--- src/rtl/cpu_pkg.sv ---
// cpu_pkg: shared constants and next-PC select encoding for the MIPS pipeline.
package cpu_pkg;
  localparam int PC_W = 32;
  localparam int INSTR_W = 32;
  localparam logic [PC_W-1:0] RESET_PC_DEFAULT = 32'h0000_3000;
  localparam logic [INSTR_W-1:0] NOP_INSTR = 32'h0000_0000;
  typedef enum logic [1:0] {
    NPC_SEQ = 2'd0,
    NPC_BR  = 2'd1,
    NPC_J   = 2'd2,
    NPC_JR  = 2'd3
  } npc_sel_e;
endpackage

--- src/rtl/if_stage_npc_sel.sv ---
// npc_sel: fixed-priority next-PC mux (jr > j > branch > sequential).
module npc_sel
  import cpu_pkg::*;
(
  input  logic [PC_W-1:0] pc,
  input  logic [PC_W-1:0] id_pc,
  input  logic            branch_taken,
  input  logic [PC_W-1:0] branch_target,
  input  logic            jump,
  input  logic [25:0]     instr_index,
  input  logic            jr,
  input  logic [PC_W-1:0] jr_target,
  output logic [PC_W-1:0] npc,
  output npc_sel_e        sel
);
  logic [PC_W-1:0] j_target;
  // j/jal keep the 256MB segment of the delay slot, i.e. of id_pc+4
  assign j_target = ((id_pc + 32'd4) & 32'hF000_0000) | {4'b0, instr_index, 2'b00};
  always_comb begin
    sel = jr ? NPC_JR : jump ? NPC_J : branch_taken ? NPC_BR : NPC_SEQ;
    npc = jr ? jr_target : jump ? j_target : branch_taken ? branch_target : pc + 32'd4;
  end
endmodule

--- src/rtl/if_stage.sv ---
// if_stage: MIPS fetch stage owning the PC and the IF/ID register.
// Delay slots always proceed into ID; there is no flush path.
module if_stage #(
  parameter logic [31:0] RESET_PC  = cpu_pkg::RESET_PC_DEFAULT,
  parameter logic [31:0] NOP_INSTR = cpu_pkg::NOP_INSTR
) (
  input  logic        clk,
  input  logic        reset,
  input  logic        stall,
  input  logic        branch_taken,
  input  logic [31:0] branch_target,
  input  logic        jump,
  input  logic [25:0] instr_index,
  input  logic        jr,
  input  logic [31:0] jr_target,
  input  logic [31:0] imem_instr,
  output logic [31:0] imem_addr,
  output logic [31:0] id_instr,
  output logic [31:0] id_pc,
  output logic [31:0] id_pc8,
  output logic        id_valid
);
  logic [31:0] pc;
  logic [31:0] npc;
  cpu_pkg::npc_sel_e sel;
  npc_sel u_npc_sel (
    .pc(pc),
    .id_pc(id_pc),
    .branch_taken(branch_taken),
    .branch_target(branch_target),
    .jump(jump),
    .instr_index(instr_index),
    .jr(jr),
    .jr_target(jr_target),
    .npc(npc),
    .sel(sel)
  );
  assign imem_addr = pc;
  assign id_pc8 = id_pc + 32'd8;
  always_comb assert (reset !== 1'b1 || sel != cpu_pkg::NPC_JR || npc === jr_target);
  always_ff @(posedge clk or negedge reset) begin
    if (!reset) begin
      pc <= RESET_PC;
      id_instr <= NOP_INSTR;
      id_pc <= RESET_PC;
      id_valid <= 1'b0;
    end else if (!stall) begin
      pc <= npc;
      id_instr <= imem_instr;
      id_pc <= pc;
      id_valid <= 1'b1;
    end
  end
endmodule

--- config.mk ---
export PLATFORM = sky130hd
export DESIGN_NAME = if_stage
export DESIGN_NICKNAME = d
export VERILOG_FILES = /design/src/rtl/cpu_pkg.sv /design/src/rtl/if_stage_npc_sel.sv /design/src/rtl/if_stage.sv
export SDC_FILE = /design/constraint.sdc
export NUM_CORES = 1
export LEC_CHECK = 0
export BUFFER_PORTS_ARGS = -buffer_cell sky130_fd_sc_hd__buf_4
export CAP_MARGIN = 5
export CORE_UTILIZATION = 48
export CTS_CLUSTER_DIAMETER = 150
export CTS_CLUSTER_SIZE = 24
export DETAILED_ROUTE_END_ITERATION = 10
export GPL_ROUTABILITY_DRIVEN = 0
export GPL_TIMING_DRIVEN = 0
export PLACE_DENSITY = 0.87
export SLEW_MARGIN = 25
export SYNTH_ARGS = -nofsm -noshare
export SYNTH_HDL_FRONTEND = slang
export SYNTH_SLANG_ARGS = --single-unit
--- constraint.sdc ---
create_clock -name clk -period 2.5 [get_ports clk]
set_input_delay 0.5 -clock clk [delete_from_list [all_inputs] [get_ports clk]]
set_output_delay 0.5 -clock clk [all_outputs]
set_load 0.02 [all_outputs]
Word-level counts from Yosys, hierarchy flattened. Index checks and enable logic that the tools add are counted. Widths: inputs -> output; s select.

Muxes and demuxes: 3. Add/subtract/negate cells: 3. Bitwise logic cells: 1.

Operator list (number): $mux 32 (3); $add 32x3->32 const B (2); $add 32x4->32 const B (1); $or 32x28->32 (1).

Word-level logic and storage cells: 11. Bits in registers: 97. Output and inout bits: 129.

Longest topological paths before layout.
Depth after elaboration: 4. Depth in mapped cells: 8. Gate-level depth less buffers: 7.

Modules after synthesis. A second synthesis with hierarchy kept.

Cell total of the unflattened synthesis: 551. Area, all modules: 5814.3 µm².

Modules (own cells, without submodules): if_stage (instances 1, sequential area each 2432.3 µm², area an instance 4166.5 µm², cells an instance 290); npc_sel (instances 1, sequential area each 0.0 µm², area an instance 1647.8 µm², cells an instance 261).

Worst setup path before layout. No wires, ideal clock.

Path type: flip-flop to output port. Start point: reg id_pc[3]. End point: out id_pc8[27]. Arrival: 2.093 ns. Path slack: -0.093 ns. Path buffers: 0. Cell stages (with the launch flop): 8. Path through: dfrtp_1 > ha_1 > nand3_1 > nor4_4 > and3_1 > nand2_1 > nor2_1 > xor2_1.

Cells in the longest elaborated chain, start to end: 1.

RTL lines: from (decl) (line if_stage.sv:19) `output logic [31:0] id_pc,`; from (signal assigned) (line if_stage.sv:50) `id_pc <= pc;`; $add 32x4->32 (line if_stage.sv:39) `assign id_pc8 = id_pc + 32'd8;`; to (decl) (line if_stage.sv:20) `output logic [31:0] id_pc8,`.

Every way passes these cells.

Worst setup path in the final report.
Start point: reg id_pc[4]. End point: out id_pc8[24].

The elaborated chain is that of the path after synthesis.

==> impl_metrics.csv <==
group,metric,value,unit
worst_setup_path,critical_path_required,2.00,ns
cells_and_area,final_common_cell,"buf_4",
placed_design,port_buffers,255,
detailed_routing,ant_nets,0,
worst_setup_path,crit_family,"simple AND/OR/NAND/NOR gates",
synthesis,async_flop_share,100,%
detailed_routing,wire_per_inst,21.6,um
cts,numCtsBuffers,9,
sta,finalSetupViolations,15,
worst_setup_path,rr_endpoint,"imem_addr[30]",
worst_setup_path,worst-path-buf-inv,3,
job,drv_cap,0,
worst_setup_path,crit_path_max_incr_delay,0.40,ns
cts,path_clk_slew,0.07,ns
global_routing,grt_antenna_before_repair,0,
sta,slew_headroom,38.7,%
global_routing,grt_pass1_wl,31400,um
cells_and_area,syn2layout_area_growth,53.5,%
pwr,p_int,0.00356,W
cells_and_area,layout-drive-gt1-share,49.6,%
floorplanning,die_w,110,um
pwr,clkPwrFrac,27.3,%
worst_setup_path,r2r_cells,11,
pwr,power.density,638,mW/mm2
sta,worst_slew_pin_slew,0.919,ns
sta,slew_viol_final,0,
sta,worst_slack,-0.298,ns
cts,clockRootBuffer,"clkbuf_16",
synthesis,ys_ff_latch,97,
pwr,switching_share,35.2,%
worst_setup_path,cp.arrival,2.30,ns
cts,clockBufferDepth,2,
synthesis,synthCells,564,
cts,clk_latency,0.34,ns
synthesis,synth_area,0.00560,mm2
global_routing,grt_max_degree,98,
floorplanning,rows,39,
sta,fmax,357,MHz
sta,hold_viol,0,
worst_setup_path,cp_slowest_cell,"dfrtp_1",
sta,skew,0.00431,ns
cells_and_area,nets,996,
sta,min_period_over_period,112,%
sta,period_needed,2.80,ns
detailed_routing,drt_first_pass_iters,6,
cts,cts.sinks,97,
detailed_routing,drt_iter0_markers,516,
worst_setup_path,end_kind,"primary output",
floorplanning,ios,257,
synthesis,avgSynthCellArea,9.93,um2
global_routing,grt-ovfl-total,0,
worst_setup_path,cpMostUsedCell,"buf_6",
worst_setup_path,r2r-start,"id_pc[4]",
worst_setup_path,cp_max_fo,3,
cells_and_area,final_util,75.3,%
floorplanning,die_y,110,um
synthesis,synth-main-ff-cell,"dfrtp_1",
outcome,status,"finished with violations",
cells_and_area,antennaDiodeCount,0,
detailed_routing,routed_wirelength,21900,um
worst_setup_path,start_kind,"register",
worst_setup_path,critPathKind,"reg -> out",
cts,htreeDepth,3,
pwr,peakVddDrop,0.000444,V
detailed_routing,viasPerCell,6.06,
placed_design,dpl.hpwl,15100,um
cts,cts_tree,"yes",
min_path,min_path_type,"in -> async",
synthesis,yosysWarnings,0,
pwr,seqPwrFrac,38.0,%
synthesis,synth_cell_types,54,
global_routing,grt_pass1_vias,5992,
synthesis,synth_edf_count,0,
global_routing,track_usage,35.2,%
detailed_routing,remaining_drc_errors,0,
pwr,p_leak,3.88,nW
pwr,p_sw,0.00193,W
synthesis,syn_nets,694,
sta,holdWs,0.254,ns
floorplanning,design.die.area,0.0121,mm2
pwr,p_comb_share,34.7,%
floorplanning,start_util,49.1,%
floorplanning,core,0.0114,mm2
detailed_routing,vias,6143,
cells_and_area,layout_common_cells,"buf_4, dfrtp_1, mux2_2",
outcome,violations,"negative setup slack",
sta,rsz0062_at_grt,"true",
worst_setup_path,critical_path.cell_chain,"buf_6, nand4_1, nor4_4, buf_6, nand3_4, nor2_4, and3_4, xor2_2, buf_6",
worst_setup_path,r2r_setup_slack,0.06,ns
synthesis,yosysSeqAreaShare,43.4,%
-- stage by stage --
step / total power, W / std cells / instance area, um2 / worst slack, ns / TNS, ns
6_report: 0.00549 / 1014 / 8600 / -0.298 / -2.55
5_1_grt: 0.00571 / 1014 / 8600 / -0.384 / -3.99
4_1_cts: 0.00541 / 1007 / 8440 / -0.157 / -1.34
3_3_place_gp: 0.00376 / 962 / 7720 / -0.327 / -1.42
3_5_place_dp: 0.00382 / 962 / 7720 / -0.450 / -2.39
2_1_floorplan: 0.00295 / 564 / 5630 / -0.0385 / -0.0385
-- layout make-up --
cell class | instances | area [um2]
multi-input cells | 418 | 3230
clock inverters | 7 | 95.1
repair buffers | 291 | 2240
flip-flops and latches | 97 | 2440
inverters | 13 | 48.8
plain buffers | 36 | 148
clock buffers | 9 | 225
well taps | 143 | 179
fillers | 774 | 2820
-- repair_timing --
action                     4_1_cts  5_1_grt
pin swaps                       18        9
gates resized for setup         42       21
hold buffers                     0        0
buffers inserted                29        8
setup endpoints to repair       17       19
-- per-layer routing --
layer | up-vias | GRT usage [%] | routed length, um
met1 | 2966 | 41.2 | 7770
met4 | 0 | 21.0 | 1050
met5 | - | 0 | 0
met2 | 436 | 58.6 | 10800
met3 | 80 | 8.64 | 2250
li1 | 2661 | - | -
-- cells by family (layout without fill, tap and decap cells) --
| logic type | Yosys count | count (layout) | synth area share, % |
|---|---|---|---|
| AND/OR/NAND/NOR | 177 | 177 | 17.3 |
| AO/OA/AOI/OAI | 129 | 129 | 15.3 |
| flip-flops | 97 | 97 | 43.4 |
| multiplexers | 67 | 67 | 13.4 |
| buffers and inverters | 49 | 356 | 3.51 |
| XOR/XNOR | 43 | 43 | 6.72 |
| adder cells (fa/ha/maj) | 2 | 2 | 0.447 |
-- synth_stat cells, types with 2 or more instances --
| cell | n | area (um2) |
|---|---|---|
| a21oi_1 | 33 | 165 |
| a221o_1 | 3 | 30.0 |
| a221oi_1 | 14 | 123 |
| a311oi_1 | 3 | 26.3 |
| a31oi_1 | 2 | 12.5 |
| and2_1 | 4 | 25.0 |
| and3_1 | 14 | 87.6 |
| buf_1 | 9 | 33.8 |
| buf_4 | 3 | 22.5 |
| clkbuf_1 | 23 | 86.3 |
| dfrtp_1 | 93 | 2330 |
| dfstp_2 | 4 | 105 |
| ha_1 | 2 | 25.0 |
| inv_1 | 13 | 48.8 |
| mux2_2 | 62 | 698 |
| mux2i_1 | 5 | 50.1 |
| nand2_1 | 48 | 180 |
| nand2b_1 | 7 | 43.8 |
| nand3_1 | 24 | 120 |
| nand3_2 | 2 | 20.0 |
| nand4_1 | 10 | 62.6 |
| nor2_1 | 36 | 135 |
| nor3_1 | 10 | 50.1 |
| nor3_2 | 2 | 20.0 |
| nor3b_1 | 3 | 22.5 |
| nor4_2 | 3 | 37.5 |
| nor4_4 | 2 | 42.5 |
| o211ai_1 | 6 | 45.0 |
| o21a_1 | 6 | 45.0 |
| o21ai_0 | 31 | 155 |
| o221a_2 | 2 | 22.5 |
| o221ai_1 | 4 | 35.0 |
| o22ai_1 | 3 | 18.8 |
| o311a_1 | 2 | 20.0 |
| o31a_1 | 5 | 43.8 |
| o31ai_1 | 10 | 75.1 |
| or3_1 | 3 | 18.8 |
| xnor2_1 | 30 | 263 |
| xor2_1 | 13 | 114 |
-- flip-flops by register name, summed over array words and instances (netlist names) --
name,cells
id_pc,32
id_instr,32
imem_addr,32
id_valid,1
-- worst max path at each step --
| stage | startpoint | endpoint | slack [ns] | cells after the start |
|---|---|---|---|---|
| 3_3_place_gp | id_pc[3] | id_pc8[27] | -0.33 | 8 |
| 5_1_grt | id_pc[4] | id_pc8[24] | -0.38 | 9 |
| 6_report | id_pc[4] | id_pc8[24] | -0.30 | 9 |
| 3_5_place_dp | id_pc[3] | id_pc8[27] | -0.45 | 8 |
| 2_1_floorplan | id_pc[3] | id_pc8[27] | -0.04 | 7 |
| 4_1_cts | id_pc[13] | id_pc8[27] | -0.16 | 8 |
-- power by group through the flow --
stage                     Clock (W)  Sequential (W)  Combinational (W)
after floorplan                   0         0.00228           0.000662
after global placement            0         0.00208            0.00168
after detailed placement          0         0.00210            0.00172
after CTS                   0.00151         0.00206            0.00184
after global routing        0.00157         0.00211            0.00202
final                       0.00150         0.00209            0.00190
Note: power is estimated with default switching activity, not from simulation.
